<file path="config.mk">
export PLATFORM = sky130hd
export DESIGN_NAME = ucsbece154a_datapath
export DESIGN_NICKNAME = d
export VERILOG_FILES = /design/src/rtl/ucsbece154a_datapath.sv
export SDC_FILE = /design/constraint.sdc
export NUM_CORES = 2
export LEC_CHECK = 0
export BUFFER_PORTS_ARGS = -buffer_cell sky130_fd_sc_hd__buf_4
export CAP_MARGIN = 20
export CELL_PAD_IN_SITES_DETAIL_PLACEMENT = 1
export CELL_PAD_IN_SITES_GLOBAL_PLACEMENT = 2
export CORE_MARGIN = 3
export CORE_UTILIZATION = 44
export DETAILED_ROUTE_END_ITERATION = 10
export PLACE_DENSITY_LB_ADDON = 0.1
export SYNTH_ARGS = -nofsm -noshare
export SYNTH_HDL_FRONTEND = slang
export SYNTH_SLANG_ARGS = --single-unit
</file>
<file path="constraint.sdc">
create_clock -name clk -period 8.9 [get_ports clk]
set_input_delay 0.445 -clock clk [delete_from_list [all_inputs] [get_ports clk]]
set_output_delay 0.445 -clock clk [all_outputs]
set_load 0.02 [all_outputs]
</file>
<file path="src/rtl/ucsbece154a_datapath.sv">
// Multicycle RV32I datapath: PC, register file, IR/OldPC, Data/A/B/ALUOut,
// immediate extender, ALU and the unified memory address/write-data path.
// Every step is sequenced externally by the multicycle controller.
module ucsbece154a_datapath #(
    parameter logic [31:0] PC_RESET = 32'h0001_0000
) (
    input  logic        clk,
    input  logic        reset,
    input  logic        PCWrite_i,
    input  logic        IRWrite_i,
    input  logic        RegWrite_i,
    input  logic        AdrSrc_i,
    input  logic [1:0]  ALUSrcA_i,
    input  logic [1:0]  ALUSrcB_i,
    input  logic [1:0]  ResultSrc_i,
    input  logic [2:0]  ALUControl_i,
    input  logic [2:0]  ImmSrc_i,
    input  logic [31:0] ReadData_i,
    output logic [31:0] Adr_o,
    output logic [31:0] WriteData_o,
    output logic [6:0]  op_o,
    output logic [2:0]  funct3_o,
    output logic        funct7_o,
    output logic        zero_o
);

    logic [31:0] pc_q, pc_d;
    logic [31:0] ir_q, ir_d;
    logic [31:0] oldpc_q, oldpc_d;
    logic [31:0] data_q, data_d;
    logic [31:0] a_q, a_d;
    logic [31:0] b_q, b_d;
    logic [31:0] aluout_q, aluout_d;
    logic [31:0] rf_q [32];

    logic [4:0]  rs1, rs2, rd;
    logic [31:0] rd1, rd2;
    logic [31:0] imm_ext;
    logic [31:0] src_a, src_b;
    logic [31:0] alu_result;
    logic [31:0] result;

    assign rs1 = ir_q[19:15];
    assign rs2 = ir_q[24:20];
    assign rd  = ir_q[11:7];

    // x0 is hardwired to zero on the read side; no write-to-read bypass
    assign rd1 = (rs1 == 5'd0) ? '0 : rf_q[rs1];
    assign rd2 = (rs2 == 5'd0) ? '0 : rf_q[rs2];

    assign op_o        = ir_q[6:0];
    assign funct3_o    = ir_q[14:12];
    assign funct7_o    = ir_q[30];
    assign WriteData_o = b_q;
    assign Adr_o       = AdrSrc_i ? result : pc_q;
    assign zero_o      = (alu_result == '0);

    // Immediate extender, decoded from the IR according to ImmSrc
    always_comb begin
        case (ImmSrc_i)
            3'b000:  imm_ext = {{20{ir_q[31]}}, ir_q[31:20]};
            3'b001:  imm_ext = {{20{ir_q[31]}}, ir_q[31:25], ir_q[11:7]};
            3'b010:  imm_ext = {{20{ir_q[31]}}, ir_q[7], ir_q[30:25], ir_q[11:8], 1'b0};
            3'b011:  imm_ext = {{12{ir_q[31]}}, ir_q[19:12], ir_q[20], ir_q[30:21], 1'b0};
            3'b100:  imm_ext = {ir_q[31:12], 12'b0};
            default: imm_ext = 'x;
        endcase
    end

    // ALU operand selection
    always_comb begin
        case (ALUSrcA_i)
            2'b00:   src_a = pc_q;
            2'b01:   src_a = oldpc_q;
            2'b10:   src_a = a_q;
            default: src_a = 'x;
        endcase
        case (ALUSrcB_i)
            2'b00:   src_b = b_q;
            2'b01:   src_b = imm_ext;
            2'b10:   src_b = 32'd4;
            default: src_b = 'x;
        endcase
    end

    // ALU: wrapping add/sub, bitwise and/or, signed set-less-than
    always_comb begin
        case (ALUControl_i)
            3'b000:  alu_result = src_a + src_b;
            3'b001:  alu_result = src_a - src_b;
            3'b010:  alu_result = src_a & src_b;
            3'b011:  alu_result = src_a | src_b;
            3'b101:  alu_result = ($signed(src_a) < $signed(src_b)) ? 32'd1 : 32'd0;
            default: alu_result = 'x;
        endcase
    end

    // Result bus selection
    always_comb begin
        case (ResultSrc_i)
            2'b00:   result = aluout_q;
            2'b01:   result = data_q;
            2'b10:   result = alu_result;
            default: result = imm_ext;
        endcase
    end

    // Next-state for PC/IR/OldPC (enabled) and the always-loaded registers
    always_comb begin
        pc_d     = pc_q;
        ir_d     = ir_q;
        oldpc_d  = oldpc_q;
        if (PCWrite_i) pc_d = result;
        if (IRWrite_i) begin
            ir_d    = ReadData_i;
            oldpc_d = pc_q;
        end
        data_d   = ReadData_i;
        a_d      = rd1;
        b_d      = rd2;
        aluout_d = alu_result;
    end

    // Datapath registers with synchronous reset
    always_ff @(posedge clk) begin
        if (reset) begin
            pc_q     <= PC_RESET;
            ir_q     <= '0;
            oldpc_q  <= '0;
            data_q   <= '0;
            a_q      <= '0;
            b_q      <= '0;
            aluout_q <= '0;
        end else begin
            pc_q     <= pc_d;
            ir_q     <= ir_d;
            oldpc_q  <= oldpc_d;
            data_q   <= data_d;
            a_q      <= a_d;
            b_q      <= b_d;
            aluout_q <= aluout_d;
        end
    end

    // Register file write port; contents survive reset, x0 writes dropped
    always_ff @(posedge clk) begin
        if (!reset && RegWrite_i && (rd != 5'd0)) begin
            rf_q[rd] <= result;
        end
    end

endmodule

</file>
==> impl_metrics.py <==
metrics = {
    "status": {
        "outcome": "complete, no violations",
    },
    "timing": {
        "slew_viol_final": 0,
        "setup-tns-final_ps": 0,
        "hold_viol_final": 0,
        "setup_viol": 0,
        "worst_pin_slew_ps": 1320,
        "finClkSkew_ps": 40.9,
        "layout_min_cycle_time_ps": 7430,
        "slew-limit-headroom": 0.117,
        "fin_ws_ps": 1470,
        "fin_crit_sh": 0.835,
        "grt_setup_unrepaired": "false",
        "max_freq_mhz": 135,
    },
    "synthesis": {
        "synth_warnings": 0,
        "async_flop_share": 0,
        "synthTopCellsByArea": "edfxtp_1, mux4_2, dfxtp_1",
        "synth_compound_area_frac": 0.0809,
        "synthCells": 4019,
        "yosysTopAreaCellShare": 0.500,
        "synth_xor_area_frac": 0.000997,
        "synth_edf_count": 1024,
        "avgSynthCellArea_um2": 15.3,
        "synth_top_area_cell": "edfxtp_1",
        "synth-simple-area-share": 0.0486,
        "yosysMostFrequentCell": "edfxtp_1",
        "yosys_most_used_dff": "edfxtp_1",
        "synth.ff_latch_count": 1248,
        "synth_top_family_by_area": "multiplexers",
        "synth.distinct_cells": 89,
        "synth_area_um2": 61500,
        "synth_mux_area_frac": 0.247,
        "synth-adder-area-share": 0.0210,
        "ys_seq_area_frac": 0.573,
        "synth_common_cells": "edfxtp_1, mux4_2, nor2_1",
    },
    "floorplan": {
        "fp.dieW_um": 380,
        "coreArea_um2": 138000,
        "start_util": 0.445,
        "dieHeight_um": 380,
        "boundaryPins": 126,
        "rows": 136,
        "dieArea_um2": 144000,
    },
    "power": {
        "pwr-share-comb": 0.153,
        "power.leakage_nw": 23.1,
        "swShare": 0.277,
        "seqPwrFrac": 0.459,
        "ir_drop_mv": 0.191,
        "netSwitchingPower_mw": 4.04,
        "clkPwrFrac": 0.388,
        "p_per_area_nw_per_um2": 209,
        "p_int_mw": 10.6,
    },
    "cts": {
        "cts_buffers": 140,
        "root_buffer": "clkbuf_16",
        "post-cts-setup-buffer-count": 0,
        "clock_sinks": 1248,
        "ctsResizeCount": 0,
        "cts.path.max_buffers": 3,
        "htreeDepth": 4,
        "tritoncts": "done",
        "cts_hold_buf": 33,
        "insertion_delay_ps": 800,
        "clk_pin_slew_ps": 60,
    },
    "routing": {
        "vias_per_cell": 6.56,
        "wl_per_cell_um": 37.0,
        "wl_mm": 226,
        "drc_errors": 0,
        "postRouteAntennaNets": 0,
        "drt_iter0_drc": 4732,
        "first_pass_iters": 5,
        "via_count": 40200,
    },
    "worst_setup_path": {
        "slowest_delay_ps": 890,
        "path_cells": "buf_4 > nor2b_1 > a21oi_1 > o21ai_0 > ha_1 > inv_1 > a21oi_1 > o31ai_1 > o41ai_1 > a21oi_2 > a31oi_1 > o31ai_1 > a311oi_1 > mux4_2 > mux2_2 > buf_4",
        "start_kind": "flop",
        "crit_path_top_delay_cell": "mux4_2",
        "cp-end-kind": "output pin",
        "worst-endpoint-arrival_ps": 6990,
        "path_class": "reg2out",
        "required_ps": 8460,
        "crit_fanout": 34,
    },
    "global_route": {
        "grt_pass1_wl_mm": 316,
        "grt_max_degree": 116,
        "grt_usage": 0.310,
        "overflow": 0,
        "grt_antenna_before_repair": 12,
        "grt_pass1_vias": 40700,
    },
    "place": {
        "portBuffers": 125,
        "dp_hpwl_mm": 142,
        "place_ws_ps": 1770,
        "gp_congestion": 0.936,
    },
    "min_path": {
        "hold_class": "in2reg",
    },
    "cells_and_area": {
        "fillCellCount": 13100,
        "nNetsFinal": 4300,
        "area_growth_pct": 13.5,
        "layout-drive-gt1-share": 0.270,
        "final_core_util": 0.505,
    },
    "job": {
        "cap_violations": 0,
    },
}
## worst max-delay path: cells and delay by family (launching register included)
| family | cells | cell delay (ps) |
|---|---|---|
| DFF | 1 | 310 |
| AOI/OAI and AO/OA | 9 | 2790 |
| adders and majority gates | 1 | 460 |
| buffers and inverters | 3 | 580 |
| and+or+nand+nor | 1 | 780 |
| muxes | 2 | 1260 |
## power by group through the flow
stage	registers (mW)	clock network [mW]	logic, mW
5_1_grt	6.70	6.01	2.37
6_report	6.70	5.67	2.24
3_5_place_dp	6.82	0	2.20
2_1_floorplan	6.74	0	1.36
3_3_place_gp	6.81	0	2.19
4_1_cts	6.69	5.78	2.22
## area by class of cell
cell class / count / area, um^2 / share of cell area
clock buffer: 182 / 3820 / 0.0548
clock inverter: 72 / 688 / 0.00986
multi-input combinational: 2361 / 25000 / 0.359
inverter: 121 / 454 / 0.00650
antenna: 3 / 7.51 / 0.000108
tap: 1863 / 2330 / 0.0334
sequential: 1248 / 35300 / 0.505
timing repair buffer: 276 / 2210 / 0.0316
## metrics by stage
step / hold WS, ps / instance area [um^2] / power, mW / cells
floorplan: 461 / 61600 / 8.10 / 4050
global placement: 473 / 65000 / 9.00 / 5835
detailed placement: 486 / 65000 / 9.02 / 5835
CTS: 122 / 69800 / 14.7 / 6122
global route: 158 / 69800 / 15.1 / 6123
finish: 175 / 69800 / 14.6 / 6126
## worst paths after layout
path                                               from                  endpoint  slack, ps  depth (start not counted)
worst min register to register  oldpc_q[6]$_SDFFE_PP0P_   oldpc_q[6]$_SDFFE_PP0P_        490                          2
worst max-delay path              ir_q[31]$_SDFFE_PP0P_                  Adr_o[0]       1470                         16
worst min-delay path                          IRWrite_i  oldpc_q[30]$_SDFFE_PP0P_        180                          3
worst max register to register    ir_q[31]$_SDFFE_PP0P_      pc_q[0]$_SDFFE_PP0P_       2890                         16
## layout by cell type, fill, tap and decap left out, types with 33 or more instances in the layout
master	n
edfxtp_1	1024
mux4_2	518
nor2_1	259
mux2i_1	245
buf_4	237
dfxtp_1	214
nand2_1	152
clkbuf_16	143
a21oi_1	130
inv_1	119
ha_1	99
o21ai_0	98
mux2_2	96
o22ai_1	78
nor2b_1	55
o221ai_1	55
a22o_1	48
a22oi_1	36
dlygate4sd3_1	33
## state kept, by name, indices dropped and copies added (netlist names)
register,count
aluout_q,32
ir_q,32
oldpc_q,32
a_q,32
pc_q,32
WriteData_o,32
rf_q,1024
data_q,32
## cell families (layout without fill, tap and decap cells)
kind of cell               after synthesis  after routing
and+or+nand+nor                        653            653
xor gates and xnor gates                 7              7
adders and majority gates              102            102
other                                    1             35
AOI/OAI and AO/OA                      707            707
muxes                                  860            860
buffers and inverters                  441            651
DFF                                   1248           1248
## layer usage
layer | vias to the layer above | track usage | share of wire
met5 | - | 0 | 0.00011
met4 | 4 | 0.137 | 0.048
met3 | 455 | 0.0530 | 0.073
met2 | 1862 | 0.509 | 0.48
met1 | 21400 | 0.406 | 0.39
li1 | 16400 | - | -
Power figures use the tool's default switching activity.
